### config.mk
export PLATFORM = sky130hd
export DESIGN_NAME = ex_mem_stage
export DESIGN_NICKNAME = d
export VERILOG_FILES = /design/src/rtl/alu_defs.sv /design/src/rtl/cond_check.sv /design/src/rtl/ex_mem_stage.sv
export SDC_FILE = /design/constraint.sdc
export NUM_CORES = 1
export LEC_CHECK = 0
export ABC_AREA = 1
export BUFFER_PORTS_ARGS = -buffer_cell sky130_fd_sc_hd__buf_2
export CAP_MARGIN = 30
export CORE_ASPECT_RATIO = 0.8
export CORE_MARGIN = 3
export CORE_UTILIZATION = 45
export CTS_CLUSTER_DIAMETER = 30
export DETAILED_ROUTE_END_ITERATION = 6
export GPL_TIMING_DRIVEN = 0
export PLACE_DENSITY = 0.82
export SYNTH_ARGS = -nofsm -noshare
export SYNTH_HDL_FRONTEND = slang
export SYNTH_SLANG_ARGS = --single-unit
### constraint.sdc
create_clock -name clk_i -period 1.9 [get_ports clk_i]
set_clock_uncertainty 0.15 [all_clocks]
set_input_delay 0.38 -clock clk_i [delete_from_list [all_inputs] [get_ports clk_i]]
set_output_delay 0.38 -clock clk_i [all_outputs]
set_load 0.01 [all_outputs]
### src/rtl/alu_defs.sv
// Shared ALU definitions: opcodes, flag bit positions and condition codes.
package alu_defs;

   // ALU opcodes used by the decode/execute path
   typedef enum logic [2:0] {
      ALU_ADD = 3'd0,
      ALU_SUB = 3'd1,
      ALU_AND = 3'd2,
      ALU_OR  = 3'd3,
      ALU_XOR = 3'd4,
      ALU_CMP = 3'd5,
      ALU_MOV = 3'd6,
      ALU_NOP = 3'd7
   } alu_op_e;

   // Bit positions inside a 2-bit flag vector {N,Z}
   localparam int FLAG_Z = 0;
   localparam int FLAG_N = 1;

   // Condition codes evaluated against the stored flags
   localparam logic [2:0] COND_AL = 3'b000;
   localparam logic [2:0] COND_EQ = 3'b001;
   localparam logic [2:0] COND_NE = 3'b010;
   localparam logic [2:0] COND_LT = 3'b011;
   localparam logic [2:0] COND_GE = 3'b100;
   localparam logic [2:0] COND_GT = 3'b101;
   localparam logic [2:0] COND_LE = 3'b110;
   localparam logic [2:0] COND_NV = 3'b111;

endpackage

### src/rtl/cond_check.sv
// Combinational condition evaluator: does cond pass for the given {N,Z} flags.
module cond_check
   import alu_defs::*;
(
   input  logic [2:0] cond,
   input  logic [1:0] flags,
   output logic       pass
);

   logic z;
   logic n;

   assign z = flags[FLAG_Z];
   assign n = flags[FLAG_N];

   // Decode the condition code into a single pass bit
   always_comb begin
      pass = 1'b0;
      case (cond)
         COND_AL: pass = 1'b1;
         COND_EQ: pass = z;
         COND_NE: pass = ~z;
         COND_LT: pass = n;
         COND_GE: pass = ~n;
         COND_GT: pass = ~z & ~n;
         COND_LE: pass = z | n;
         COND_NV: pass = 1'b0;
         default: pass = 1'b0;
      endcase
   end

endmodule

### src/rtl/ex_mem_stage.sv
// EX/MEM pipeline register with conditional execution and the architectural
// flag register. Conditions are judged against the stored flags, so a
// flag-setting instruction affects only the instructions behind it.
module ex_mem_stage
   import alu_defs::*;
#(
   parameter int N = 4
) (
   input  logic         clk_i,
   input  logic         rst_i,
   input  logic         stall_i,
   input  logic         flush_i,
   input  logic         valid_i,
   input  logic [N-1:0] alu_result_i,
   input  logic [1:0]   alu_flags_i,
   input  logic [N-1:0] write_data_i,
   input  logic [3:0]   rd_i,
   input  logic [2:0]   cond_i,
   input  logic         flag_write_i,
   input  logic         reg_write_i,
   input  logic         mem_write_i,
   input  logic         mem_to_reg_i,
   input  logic         pc_src_i,
   output logic         valid_o,
   output logic [N-1:0] alu_result_o,
   output logic [N-1:0] write_data_o,
   output logic [3:0]   rd_o,
   output logic         reg_write_o,
   output logic         mem_write_o,
   output logic         mem_to_reg_o,
   output logic         pc_src_o,
   output logic [1:0]   flags_o,
   output logic         cond_ex_o
);

   logic cond_pass;

   cond_check u_cond_check (
      .cond  (cond_i),
      .flags (flags_o),
      .pass  (cond_pass)
   );

   // Instruction in EX actually executes: live, condition true, not killed
   assign cond_ex_o = valid_i & cond_pass & ~flush_i;

   // Stage registers: reset beats flush, flush beats stall, stall holds all
   always_ff @(posedge clk_i) begin
      if (rst_i) begin
         valid_o      <= 1'b0;
         alu_result_o <= '0;
         write_data_o <= '0;
         rd_o         <= '0;
         reg_write_o  <= 1'b0;
         mem_write_o  <= 1'b0;
         mem_to_reg_o <= 1'b0;
         pc_src_o     <= 1'b0;
         flags_o      <= 2'b00;
      end else if (flush_i) begin
         // Data outputs are left as-is; nothing downstream looks at them
         // while valid_o is low.
         valid_o      <= 1'b0;
         reg_write_o  <= 1'b0;
         mem_write_o  <= 1'b0;
         mem_to_reg_o <= 1'b0;
         pc_src_o     <= 1'b0;
      end else if (!stall_i) begin
         valid_o      <= valid_i;
         alu_result_o <= alu_result_i;
         write_data_o <= write_data_i;
         rd_o         <= rd_i;
         reg_write_o  <= reg_write_i & cond_ex_o;
         mem_write_o  <= mem_write_i & cond_ex_o;
         pc_src_o     <= pc_src_i & cond_ex_o;
         // Not condition-gated, but a bubble must still carry no controls
         mem_to_reg_o <= mem_to_reg_i & valid_i;
         if (flag_write_i & cond_ex_o)
            flags_o <= alu_flags_i;
      end
   end

endmodule

==> run summary, run 1 <==
Share of power burned in the clock network: 0.260
Total Nets Final: 199
Sort of element at the start of the critical path: flip-flop
Required time of the worst setup path: 1370 ps
Starting density of the core: 0.4910
Number of buffers inserted by hold repair at cts: 0
Number of instances in the synthesized netlist: 116
Number of failing hold endpoints at the final stage: 0
Power density over the cells: 665.8 mW/mm2
Register area share after synthesis: 0.4670
Remaining routing DRC violations: 0
Via count of the first global-routing pass: 777
Largest net degree at the start of global routing: 11
Syn Std Cell Area: 814.5 um2
Number of max-cap violations: 0
Cell type of the slowest stage on the worst timing path: sky130_fd_sc_hd__dfxtp_2
Max Clock Freq: 0.5388 GHz
Hold Crit Class: in2reg
Number of vias after detailed routing: 909
Row Count: 13
End-of-flow core utilization: 0.7014
Total overflow reported by the global router: 0
Number of I/O pins: 47
Commonest cells after routing, fill and taps aside: sky130_fd_sc_hd__buf_2, sky130_fd_sc_hd__nor2_1, sky130_fd_sc_hd__dfxtp_1, sky130_fd_sc_hd__nand2_1, sky130_fd_sc_hd__inv_1
Starting DRC count in detailed routing: 11
Total length of routed wires: 2027 um
Clock tree from TritonCTS: yes
Post-detailed-route via-to-cell ratio: 4.710
Seq cells post-synth: 19
Number of buffers created by CTS: 3
Top fanout value on the critical path: 5
Largest voltage drop on the vdd net: 0.5944 mV
Number of slew-limit violations in the final report: 0
Data arrival time of the worst path: 1330 ps
Outcome: completed
Cell type group with the largest total delay on the critical path: simple AND/OR/NAND/NOR gates
Clk Latency, worst-skew pair: 300 ps
Net switching power figure: 0.2075 mW
Detailed Place HPWL: 1518 um
Mean cell area of the mapped netlist: 7.022 um2
Portion of total power attributed to combinational logic: 0.189
Filler cell count: 146
Critical Path End Type: primary output
Leading cell type in the layout, fill and taps excluded: sky130_fd_sc_hd__buf_2
YS warnings: 0
Most repeated library cell on the critical path: sky130_fd_sc_hd__nand2_1
Placeable core area: 0.001659 mm2
Final routed wire length divided by cell count: 10.50 um
Clock root buffer: sky130_fd_sc_hd__clkbuf_4
Leakage power total: 0.6138 nW
Bufs on Longest Clock Path: 2
Proportion of layout cells with a drive suffix above 1: 0.4094
Buffering stage count on the worst path with inverters included: 2
Actual transition at the worst max-transition pin: 338.4 ps
Fraction of power spent switching nets: 0.2679
Crit path largest cell delay: 370 ps
Fraction of power consumed by sequential logic: 0.552
Total placed instance area: 0.001072 mm2
Count of input and output buffers: 46
Wire length of the first global-routing pass: 3049 um
Setup-failing EPs final: 0
Count of different cell masters after synthesis: 18
ANT nets after route: 0
P&R area growth vs syn: 42.86%
Summed negative setup slack over all endpoints: 0 ps
Internal power component: 0.5672 mW
Gpl congestion: 0.8279
Tot GR Track Use: 0.1760
Clock edge transition at the registers on the reported setup and hold paths: 110 ps
Die span in x: 53.57 um
Fin area: 0.001164 mm2
Shortest period the worst path allows: 1856 ps
CTS H-Tree Depth: 1
Type of the setup path with the least slack: reg2out
Headroom to the max-slew limit: 0.7744
Net count after synthesis: 143
Share of the clock period used by the worst path: 0.9769
Die Area: 0.002360 mm2
Number of detailed-routing iterations run before antenna repair: 4
Chain of cells forming the critical path: inv_1 -> nand2_1 -> nand2_1 -> nor2_2 -> nor2_4 -> and2_2 -> buf_6
Diodes inserted: 0
Height of the die: 44.06 um
Initial antenna violation count: 0
Clock tree sinks: 19
[final timing paths]
| check | start | to | slack (ps) | cells after the start |
|---|---|---|---|---|
| max | flags_o[0] | cond_ex_o | 40 | 7 |
| min | write_data_i[3] | write_data_o[3] | 170 | 3 |
| max reg2reg | flags_o[0] | flags_o[1] | 570 | 10 |
| min reg2reg | mem_to_reg_o | mem_to_reg_o | 320 | 2 |
[synth_stat cells, drive strengths merged]
cell    count  area, um2
nor2       31      128.9
inv        15      56.31
buf         1      7.510
nand4       2      12.51
clkbuf      2      8.750
o21ai      15      75.07
a21oi       6      30.03
nand3       6      35.03
and2        1      7.510
dfxtp      19      380.4
nand2      18      72.57
[stage by stage]
stage          power, mW  setup slack [ps]  hold slack [ps]  std cells
2_1_floorplan     0.5094             411.9            333.6        116
3_5_place_dp      0.5700             200.3            302.5        184
3_3_place_gp      0.5655             220.8            297.7        184
6_report          0.7747             43.92            169.5        193
4_1_cts           0.7697             6.907            164.6        188
5_1_grt           0.8216            -43.88            167.3        193
[sequential cells by signal, indices dropped and copies added, names as in the netlist]
| name | cells |
|---|---|
| reg_write_o | 1 |
| pc_src_o | 1 |
| alu_result_o | 4 |
| rd_o | 4 |
| mem_to_reg_o | 1 |
| valid_o | 1 |
| flags_o | 2 |
| write_data_o | 4 |
| mem_write_o | 1 |
[worst register-to-register path: stages (launching register included)]
cell and delay, ps:
sky130_fd_sc_hd__dfxtp_2 350, sky130_fd_sc_hd__inv_1 70, sky130_fd_sc_hd__nand2_1 50, sky130_fd_sc_hd__nand2_1 80, sky130_fd_sc_hd__nor2_2 50, sky130_fd_sc_hd__nor2_4 120, sky130_fd_sc_hd__buf_4 140, sky130_fd_sc_hd__nand3_2 60
sky130_fd_sc_hd__nand2_1 70, sky130_fd_sc_hd__inv_1 40, sky130_fd_sc_hd__nor2_1 90
[logic make-up (layout without fill, tap and decap cells)]
group | Yosys count | in the layout | synth area share
AO/OA/AOI/OAI | 21 | 21 | 0.1290
flip-flops | 19 | 19 | 0.4670
buffers and inverters | 18 | 73 | 0.08909
AND/OR/NAND/NOR | 58 | 58 | 0.3149
[routing by layer]
metal / share of wire / wire length [um] / global-route usage / vias to the layer above
li1: - / - / - / 475
met1: 0.41 / 823 / 0.2123 / 397
met2: 0.50 / 1011 / 0.2812 / 35
met3: 0.088 / 179 / 0.07407 / 2
met4: 0.0059 / 12 / 0.06122 / 0
met5: 0 / 0 / 0 / -
[cell type report]
type                    count  area [um2]  share of cell area
well taps                  22       27.53             0.02366
multi-input cells          79       377.9              0.3247
clock buffers               4       26.28             0.02258
repair buffers             51       274.0              0.2355
inverters                  15       56.30             0.04839
plain buffers               3       16.27             0.01398
flip-flops and latches     19       385.4              0.3312
[power groups by stage]
stage / sequential, mW / combinational [mW] / clock, mW
after floorplan: 0.448 / 0.0615 / 0
after global routing: 0.430 / 0.164 / 0.227
after global placement: 0.437 / 0.129 / 0
final: 0.427 / 0.146 / 0.201
after CTS: 0.429 / 0.133 / 0.208
after detailed placement: 0.437 / 0.133 / 0
[what timing repair did]
| action | 4_1_cts | 5_1_grt |
|---|---|---|
| pin swaps | 0 | 3 |
| hold endpoints to repair | 0 | 0 |
| resized for setup | 2 | 6 |
| buffers inserted | 0 | 5 |
| endpoints found under the setup margin | 1 | 1 |
No activity file was read; power rests on OpenSTA's default activity.
==> run 2, diff against run 1 <==
--- a/config.mk
+++ b/config.mk
@@ -5,7 +5,6 @@
 export SDC_FILE = /design/constraint.sdc
 export NUM_CORES = 1
 export LEC_CHECK = 0
-export ABC_AREA = 1
 export BUFFER_PORTS_ARGS = -buffer_cell sky130_fd_sc_hd__buf_2
 export CAP_MARGIN = 30
 export CORE_ASPECT_RATIO = 0.8
==> run summary, run 2 <==
Height of the die: 44.38 um (was 44.06 um)
Die Area: 0.002395 mm2 (was 0.002360 mm2)
Area fraction of the dominant cell type after synthesis: 0.4592 (was 0.4670)
Final routed wire length divided by cell count: 12.23 um (was 10.50 um)
Setup-failing EPs final: 1 (was 0)
Leading cell type in the layout, fill and taps excluded: sky130_fd_sc_hd__buf_2 (unchanged)
Register area share after synthesis: 0.4592 (was 0.4670)
Cell type group with the largest total delay on the critical path: flip-flops (was simple AND/OR/NAND/NOR gates)
Post-Route M1 WL: 923 um (was 823 um)
ANT nets after route: 0 (unchanged)
Die span in x: 53.97 um (was 53.57 um)
Internal power component: 0.5544 mW (was 0.5672 mW)
Number of buffers inserted by hold repair at cts: 0 (unchanged)
Pre-CTS setup slack: -55.40 ps (was 200.3 ps)
Top routing layer used: met4 (unchanged)
Headroom to the max-slew limit: 0.7161 (was 0.7744)
Largest net degree at the start of global routing: 11 (unchanged)
Number of vias after detailed routing: 922 (was 909)
Count of different cell masters after synthesis: 25 (was 18)
Filler cell count: 138 (was 146)
Number of max-cap violations: 0 (unchanged)
Diodes inserted: 0 (unchanged)
Chain of cells forming the critical path: nor4bb_4 -> a311oi_2 -> nand3_2 -> inv_1 -> buf_2 (was inv_1 -> nand2_1 -> nand2_1 -> nor2_2 -> nor2_4 -> and2_2 -> buf_6)
Type of the setup path with the least slack: reg2out (unchanged)
Number of I/O pins: 47 (unchanged)
Fraction of power consumed by sequential logic: 0.560 (was 0.552)
Net switching power figure: 0.1897 mW (was 0.2075 mW)
Share of power burned in the clock network: 0.269 (was 0.260)
Total Nets Final: 186 (was 199)
Async S/R FF share, synth: 0 (unchanged)
Mean cell area of the mapped netlist: 8.283 um2 (was 7.022 um2)
Final worst-path setup slack: -23.79 ps (was 43.92 ps)
Wire length of the first global-routing pass: 3339 um (was 3049 um)
Row Count: 13 (unchanged)
Actual transition at the worst max-transition pin: 425.8 ps (was 338.4 ps)
Gpl congestion: 0.7631 (was 0.8279)
Placeable core area: 0.001675 mm2 (was 0.001659 mm2)
Placed cells: 167 (was 184)
Tot GR Track Use: 0.2044 (was 0.1760)
Crit path largest cell delay: 370 ps (about the same)
Commonest cells after routing, fill and taps aside: sky130_fd_sc_hd__buf_2, sky130_fd_sc_hd__nand2_1, sky130_fd_sc_hd__dfxtp_1, sky130_fd_sc_hd__a21oi_1, sky130_fd_sc_hd__buf_4 (was sky130_fd_sc_hd__buf_2, sky130_fd_sc_hd__nor2_1, sky130_fd_sc_hd__dfxtp_1, sky130_fd_sc_hd__nand2_1, sky130_fd_sc_hd__inv_1)
Clock tree from TritonCTS: yes (unchanged)
Shortest period the worst path allows: 1924 ps (was 1856 ps)
Largest voltage drop on the vdd net: 0.5486 mV (was 0.5944 mV)
Violated checks: negative setup slack
Leakage power total: 0.5613 nW (was 0.6138 nW)
Power density over the cells: 621.4 mW/mm2 (was 665.8 mW/mm2)
Data arrival time of the worst path: 1390 ps (was 1330 ps)
Total overflow reported by the global router: 0 (unchanged)
Seq cells post-synth: 19 (unchanged)
Net count after synthesis: 127 (was 143)
Critical Path End Type: primary output (unchanged)
Clock tree sinks: 19 (unchanged)
Clock edge transition at the registers on the reported setup and hold paths: 100 ps (was 110 ps)
Hold Crit Class: in2reg (unchanged)
Fraction of power spent switching nets: 0.2549 (was 0.2679)
Cell type of the slowest stage on the worst timing path: sky130_fd_sc_hd__dfxtp_4 (was sky130_fd_sc_hd__dfxtp_2)
Buffering stage count on the worst path with inverters included: 2 (unchanged)
Yosys top cell by area: sky130_fd_sc_hd__dfxtp_1 (unchanged)
Number of buffers created by CTS: 3 (unchanged)
Starting density of the core: 0.4944 (was 0.4910)
P&R area growth vs syn: 44.56% (was 42.86%)
Number of instances in the synthesized netlist: 100 (was 116)
Syn Std Cell Area: 828.3 um2 (was 814.5 um2)
RSZ-0062 raised after global routing: true
Required time of the worst setup path: 1370 ps (about the same)
Top cells by area in the synthesized netlist: sky130_fd_sc_hd__dfxtp_1, sky130_fd_sc_hd__nand2_1, sky130_fd_sc_hd__a21oi_1 (was sky130_fd_sc_hd__dfxtp_1, sky130_fd_sc_hd__nor2_1, sky130_fd_sc_hd__o21ai_0)
Sort of element at the start of the critical path: flip-flop (unchanged)
End-of-flow core utilization: 0.7147 (was 0.7014)
Number of failing hold endpoints at the final stage: 0 (unchanged)
Total length of routed wires: 2201 um (was 2027 um)
Clk Latency, worst-skew pair: 300 ps (about the same)
Number of slew-limit violations in the final report: 0 (unchanged)
YS warnings: 0 (unchanged)
Outcome: complete, but fails checks (was completed)
Most instantiated cells after synthesis: sky130_fd_sc_hd__nand2_1, sky130_fd_sc_hd__dfxtp_1, sky130_fd_sc_hd__a21oi_1 (was sky130_fd_sc_hd__nor2_1, sky130_fd_sc_hd__dfxtp_1, sky130_fd_sc_hd__nand2_1)
CTS H-Tree Depth: 1 (unchanged)
EDFF count, synth: 0 (unchanged)
Number of detailed-routing iterations run before antenna repair: 4 (unchanged)
Share of the clock period used by the worst path: 1.013 (was 0.9769)
Worst-case hold slack: 154.0 ps (was 169.5 ps)
Portion of total power attributed to combinational logic: 0.171 (was 0.189)
Total design power: 0.7440 mW (was 0.7747 mW)
Via count of the first global-routing pass: 772 (was 777)
Post-detailed-route via-to-cell ratio: 5.122 (was 4.710)
Clock root buffer: sky130_fd_sc_hd__clkbuf_4 (unchanged)
Initial antenna violation count: 0 (unchanged)
Max Clock Freq: 0.5198 GHz (was 0.5388 GHz)
Length of routed met2 wiring: 1064 um (was 1011 um)
Bufs on Longest Clock Path: 2 (unchanged)
Count of input and output buffers: 45 (was 46)
Dominant cell by count in the synthesized netlist: sky130_fd_sc_hd__nand2_1 (was sky130_fd_sc_hd__nor2_1)
Proportion of layout cells with a drive suffix above 1: 0.4177 (was 0.4094)
Starting DRC count in detailed routing: 15 (was 11)
Main flop type after synthesis: sky130_fd_sc_hd__dfxtp_1 (unchanged)
Top fanout value on the critical path: 4 (was 5)
Number of standard cells in the layout, taps in and fillers out: 180 (was 193)
Largest registers ranked by flip-flop count: alu_result_o x4, rd_o x4, write_data_o x4 (unchanged)
Detailed Place HPWL: 1546 um (was 1518 um)
DR WL met3: 162 um (was 179 um)
Remaining routing DRC violations: 0 (unchanged)
run 2: final timing paths:
check,from,end,slack [ps],cells past startpoint
worst max register to register,flags_o[1],mem_write_o,90,8
worst min register to register,write_data_o[0],write_data_o[0],310,2
worst max-delay path,flags_o[1],cond_ex_o,-20,5
worst min-delay path,write_data_i[0],write_data_o[0],150,3
run 2: worst register-to-register path, cell delays in order, from the launching register on:
cell,delay (ps)
sky130_fd_sc_hd__dfxtp_4,370
sky130_fd_sc_hd__nor4bb_4,150
sky130_fd_sc_hd__a311oi_2,270
sky130_fd_sc_hd__nand3_2,130
sky130_fd_sc_hd__buf_4,150
sky130_fd_sc_hd__buf_4,120
sky130_fd_sc_hd__buf_4,120
sky130_fd_sc_hd__buf_4,130
sky130_fd_sc_hd__o21ai_0,160
run 2: logic make-up (layout without fill, tap and decap cells):
| group | Yosys count | count (layout) | share of synthesized area |
|---|---|---|---|
| buffers and inverters | 7 | 65 | 0.03322 |
| multiplexers | 2 | 2 | 0.02417 |
| flip-flops | 19 | 19 | 0.4592 |
| AND/OR/NAND/NOR | 47 | 47 | 0.2840 |
| AO/OA/AOI/OAI | 25 | 25 | 0.1994 |
run 2: power groups by stage:
| stage | clock (mW) | combinational, mW | sequential, mW |
|---|---|---|---|
| 6_report | 0.201 | 0.127 | 0.416 |
| 5_1_grt | 0.226 | 0.141 | 0.418 |
| 4_1_cts | 0.206 | 0.124 | 0.418 |
| 3_5_place_dp | 0 | 0.111 | 0.428 |
| 3_3_place_gp | 0 | 0.109 | 0.427 |
| 2_1_floorplan | 0 | 0.0511 | 0.435 |
run 2: timing repair:
| action | in CTS | in global routing |
|---|---|---|
| buffers inserted | 8 | 1 |
| hold endpoints to repair | 0 | 0 |
| setup endpoints to repair | 1 | 3 |
| pin swaps | 2 | 0 |
| resized for setup | 5 | 1 |
run 2: through the flow:
step                      cell area [um2]  setup TNS (ps)
final                                1197          -23.79
after global routing                 1197          -112.7
after CTS                            1187               0
after detailed placement             1081          -55.40
after global placement               1081          -52.99
after floorplan                     828.3               0
run 2: routing by layer:
metal / GRT usage / up-vias
met5: 0 / -
met1: 0.2253 / 424
met4: 0.1378 / 0
met2: 0.3333 / 32
li1: - / 461
met3: 0.06397 / 5
run 2: area by class of cell:
type	instances	area [um2]	share of cell area
multi-input cells	74	435.4	0.3636
flip-flops and latches	19	387.9	0.3239
repair buffers	54	292.8	0.2445
well taps	22	27.53	0.02299
clock buffers	4	26.28	0.02194
plain buffers	5	20.02	0.01672
inverters	2	7.507	0.006270
==> run 3, diff against run 2 <==
--- a/config.mk
+++ b/config.mk
@@ -16,4 +16,5 @@
 export PLACE_DENSITY = 0.82
 export SYNTH_ARGS = -nofsm -noshare
 export SYNTH_HDL_FRONTEND = slang
+export SYNTH_HIERARCHICAL = 1
 export SYNTH_SLANG_ARGS = --single-unit
==> run summary, run 3 <==
Commonest cells after routing, fill and taps aside: sky130_fd_sc_hd__buf_2, sky130_fd_sc_hd__nand2_1, sky130_fd_sc_hd__dfxtp_1, sky130_fd_sc_hd__a21oi_1 (was sky130_fd_sc_hd__buf_2, sky130_fd_sc_hd__nand2_1, sky130_fd_sc_hd__dfxtp_1, sky130_fd_sc_hd__a21oi_1, sky130_fd_sc_hd__buf_4)
Async S/R FF share, synth: 0 (unchanged)
Sort of element at the start of the critical path: flip-flop (unchanged)
Top fanout value on the critical path: 4 (unchanged)
Max Clock Freq: 0.4894 GHz (was 0.5198 GHz)
Register area: 387.9 um2 (unchanged)
Post-detailed-route via-to-cell ratio: 4.927 (was 5.122)
Remaining routing DRC violations: 0 (unchanged)
Worst-case hold slack: 136.9 ps (was 154.0 ps)
Dominant cell by count in the synthesized netlist: sky130_fd_sc_hd__nand2_1 (unchanged)
Top cells by area in the synthesized netlist: sky130_fd_sc_hd__dfxtp_1, sky130_fd_sc_hd__nand2_1, sky130_fd_sc_hd__a21oi_1 (unchanged)
Cell type group with the largest total delay on the critical path: simple AND/OR/NAND/NOR gates (was flip-flops)
Largest voltage drop on the vdd net: 0.5735 mV (was 0.5486 mV)
Number of buffers inserted by hold repair at cts: 0 (unchanged)
CTS H-Tree Depth: 1 (unchanged)
Hold Crit Class: in2reg (unchanged)
Area fraction of the dominant cell type after synthesis: 0.4743 (was 0.4592)
Initial antenna violation count: 0 (unchanged)
Filler cell count: 125 (was 138)
EDFF count, synth: 0 (unchanged)
Outcome: complete, but fails checks (unchanged)
Placed cells: 158 (was 167)
Clk Latency, worst-skew pair: 290 ps (was 300 ps)
Gpl congestion: 0.6799 (was 0.7631)
Syn Std Cell Area: 802.0 um2 (was 828.3 um2)
Required time of the worst setup path: 1370 ps (about the same)
Setup-failing EPs final: 1 (unchanged)
Total Nets Final: 171 (was 186)
Area of combinational cells with multiple inputs: 384.1 um2 (was 435.4 um2)
Placeable core area: 0.001531 mm2 (was 0.001675 mm2)
Tot GR Track Use: 0.1690 (was 0.2044)
Bufs on Longest Clock Path: 2 (unchanged)
P&R area growth vs syn: 37.13% (was 44.56%)
Number of buffers created by CTS: 3 (unchanged)
Clock root buffer: sky130_fd_sc_hd__clkbuf_4 (unchanged)
Most instantiated cells after synthesis: sky130_fd_sc_hd__nand2_1, sky130_fd_sc_hd__dfxtp_1, sky130_fd_sc_hd__a21oi_1 (unchanged)
RSZ-0062 raised after global routing: true (unchanged)
Crit path largest cell delay: 370 ps (about the same)
Clock tree from TritonCTS: yes (unchanged)
Leading cell type in the layout, fill and taps excluded: sky130_fd_sc_hd__buf_2 (unchanged)
Violated checks: negative setup slack (unchanged)
Proportion of layout cells with a drive suffix above 1: 0.4406 (was 0.4177)
Cell type of the slowest stage on the worst timing path: sky130_fd_sc_hd__dfxtp_4 (unchanged)
ANT nets after route: 0 (unchanged)
Data arrival time of the worst path: 1510 ps (was 1390 ps)
Wire length of the first global-routing pass: 2939 um (was 3339 um)
Chain of cells forming the critical path: or3b_4 -> a21oi_2 -> a211oi_2 -> and3b_1 -> buf_2 (was nor4bb_4 -> a311oi_2 -> nand3_2 -> inv_1 -> buf_2)
Total overflow reported by the global router: 0 (unchanged)
Main flop type after synthesis: sky130_fd_sc_hd__dfxtp_1 (unchanged)
Yosys top cell by area: sky130_fd_sc_hd__dfxtp_1 (unchanged)
Count of different cell masters after synthesis: 25 (unchanged)
Clock tree sinks: 19 (unchanged)
Clock edge transition at the registers on the reported setup and hold paths: 100 ps (about the same)
Detailed Place HPWL: 1483 um (was 1546 um)
Summed negative setup slack over all endpoints: -143.3 ps (was -23.79 ps)
Type of the setup path with the least slack: reg2out (unchanged)
YS warnings: 6 (was 0)
Via count of the first global-routing pass: 716 (was 772)
Critical Path End Type: primary output (unchanged)
Number of max-cap violations: 0 (unchanged)
Number of I/O pins: 47 (unchanged)
Mean cell area of the mapped netlist: 8.624 um2 (was 8.283 um2)
Buffering stage count on the worst path with inverters included: 1 (was 2)
Count of input and output buffers: 44 (was 45)
Total design power: 0.7241 mW (was 0.7440 mW)
Height of the die: 43.76 um (was 44.38 um)
Starting DRC count in detailed routing: 21 (was 15)
Actual transition at the worst max-transition pin: 470.3 ps (was 425.8 ps)
Register area share after synthesis: 0.4743 (was 0.4592)
Final routed wire length divided by cell count: 11.60 um (was 12.23 um)
Number of instances in the synthesized netlist: 93 (was 100)
Row Count: 12 (was 13)
Net count after synthesis: 120 (was 127)
Largest registers ranked by flip-flop count: alu_result_o x4, rd_o x4, write_data_o x4 (unchanged)
Total length of routed wires: 1903 um (was 2201 um)
End-of-flow core utilization: 0.7181 (was 0.7147)
Number of standard cells in the layout, taps in and fillers out: 164 (was 180)
Headroom to the max-slew limit: 0.6865 (was 0.7161)
Starting density of the core: 0.5237 (was 0.4944)
Final worst-path setup slack: -143.3 ps (was -23.79 ps)
Number of failing hold endpoints at the final stage: 0 (unchanged)
Shortest period the worst path allows: 2043 ps (was 1924 ps)
Leakage power total: 0.5071 nW (was 0.5613 nW)
Seq cells post-synth: 19 (unchanged)
Share of the clock period used by the worst path: 1.075 (was 1.013)
Die span in x: 53.20 um (was 53.97 um)
Number of slew-limit violations in the final report: 0 (unchanged)
Largest net degree at the start of global routing: 11 (unchanged)
Power density over the cells: 658.4 mW/mm2 (was 621.4 mW/mm2)
Number of vias after detailed routing: 808 (was 922)
Diodes inserted: 0 (unchanged)
Die Area: 0.002328 mm2 (was 0.002395 mm2)
Number of detailed-routing iterations run before antenna repair: 4 (unchanged)
## run 3: cell type report
type,instances,share of cell area
sequential,19,0.3527
multi-input combinational,68,0.3493
buffer,6,0.03641
timing repair buffer,46,0.2139
clock buffer,4,0.02389
tap,21,0.02389
## run 3: cells by family after synthesis
logic type | Yosys count | share of synthesized area
DFF | 19 | 0.4743
buffers and inverters | 6 | 0.04991
and+or+nand+nor | 45 | 0.2980
AOI/OAI and AO/OA | 23 | 0.1779
## run 3: through the flow
stage                     cell area (um2)  setup slack [ps]
after floorplan                     802.0             213.0
after global placement               1049            -17.74
after detailed placement             1049            -38.67
after CTS                            1095            -148.8
after global routing                 1100            -228.2
final                                1100            -143.3
## run 3: path summary, 6_finish.rpt
path                    from         endpoint  slack [ps]  cells past startpoint
min reg2reg  write_data_o[0]  write_data_o[0]         310                      2
min                  flush_i      mem_write_o         140                      2
max reg2reg       flags_o[0]       flags_o[1]         220                      6
max               flags_o[0]        cond_ex_o        -140                      5
## run 3: repair_timing
action / in CTS / in global routing
buffers inserted: 2 / 0
endpoints found under the hold margin: 0 / 0
pin swaps: 1 / 0
endpoints found under the setup margin: 1 / 1
gates resized for setup: 3 / 2
## run 3: layer usage
layer,part of all wire,global-route usage,vias up
met4,0.0042,0.03061,0
met5,0,0,-
li1,-,-,423
met3,0.076,0.07216,2
met2,0.50,0.2689,26
met1,0.42,0.2137,357
## run 3: report_power, final
group / total (mW) / internal (mW) / switching [mW]
clock network: 0.196 / 0.0817 / 0.115
registers: 0.416 / 0.409 / 0.00674
logic: 0.112 / 0.0545 / 0.0571
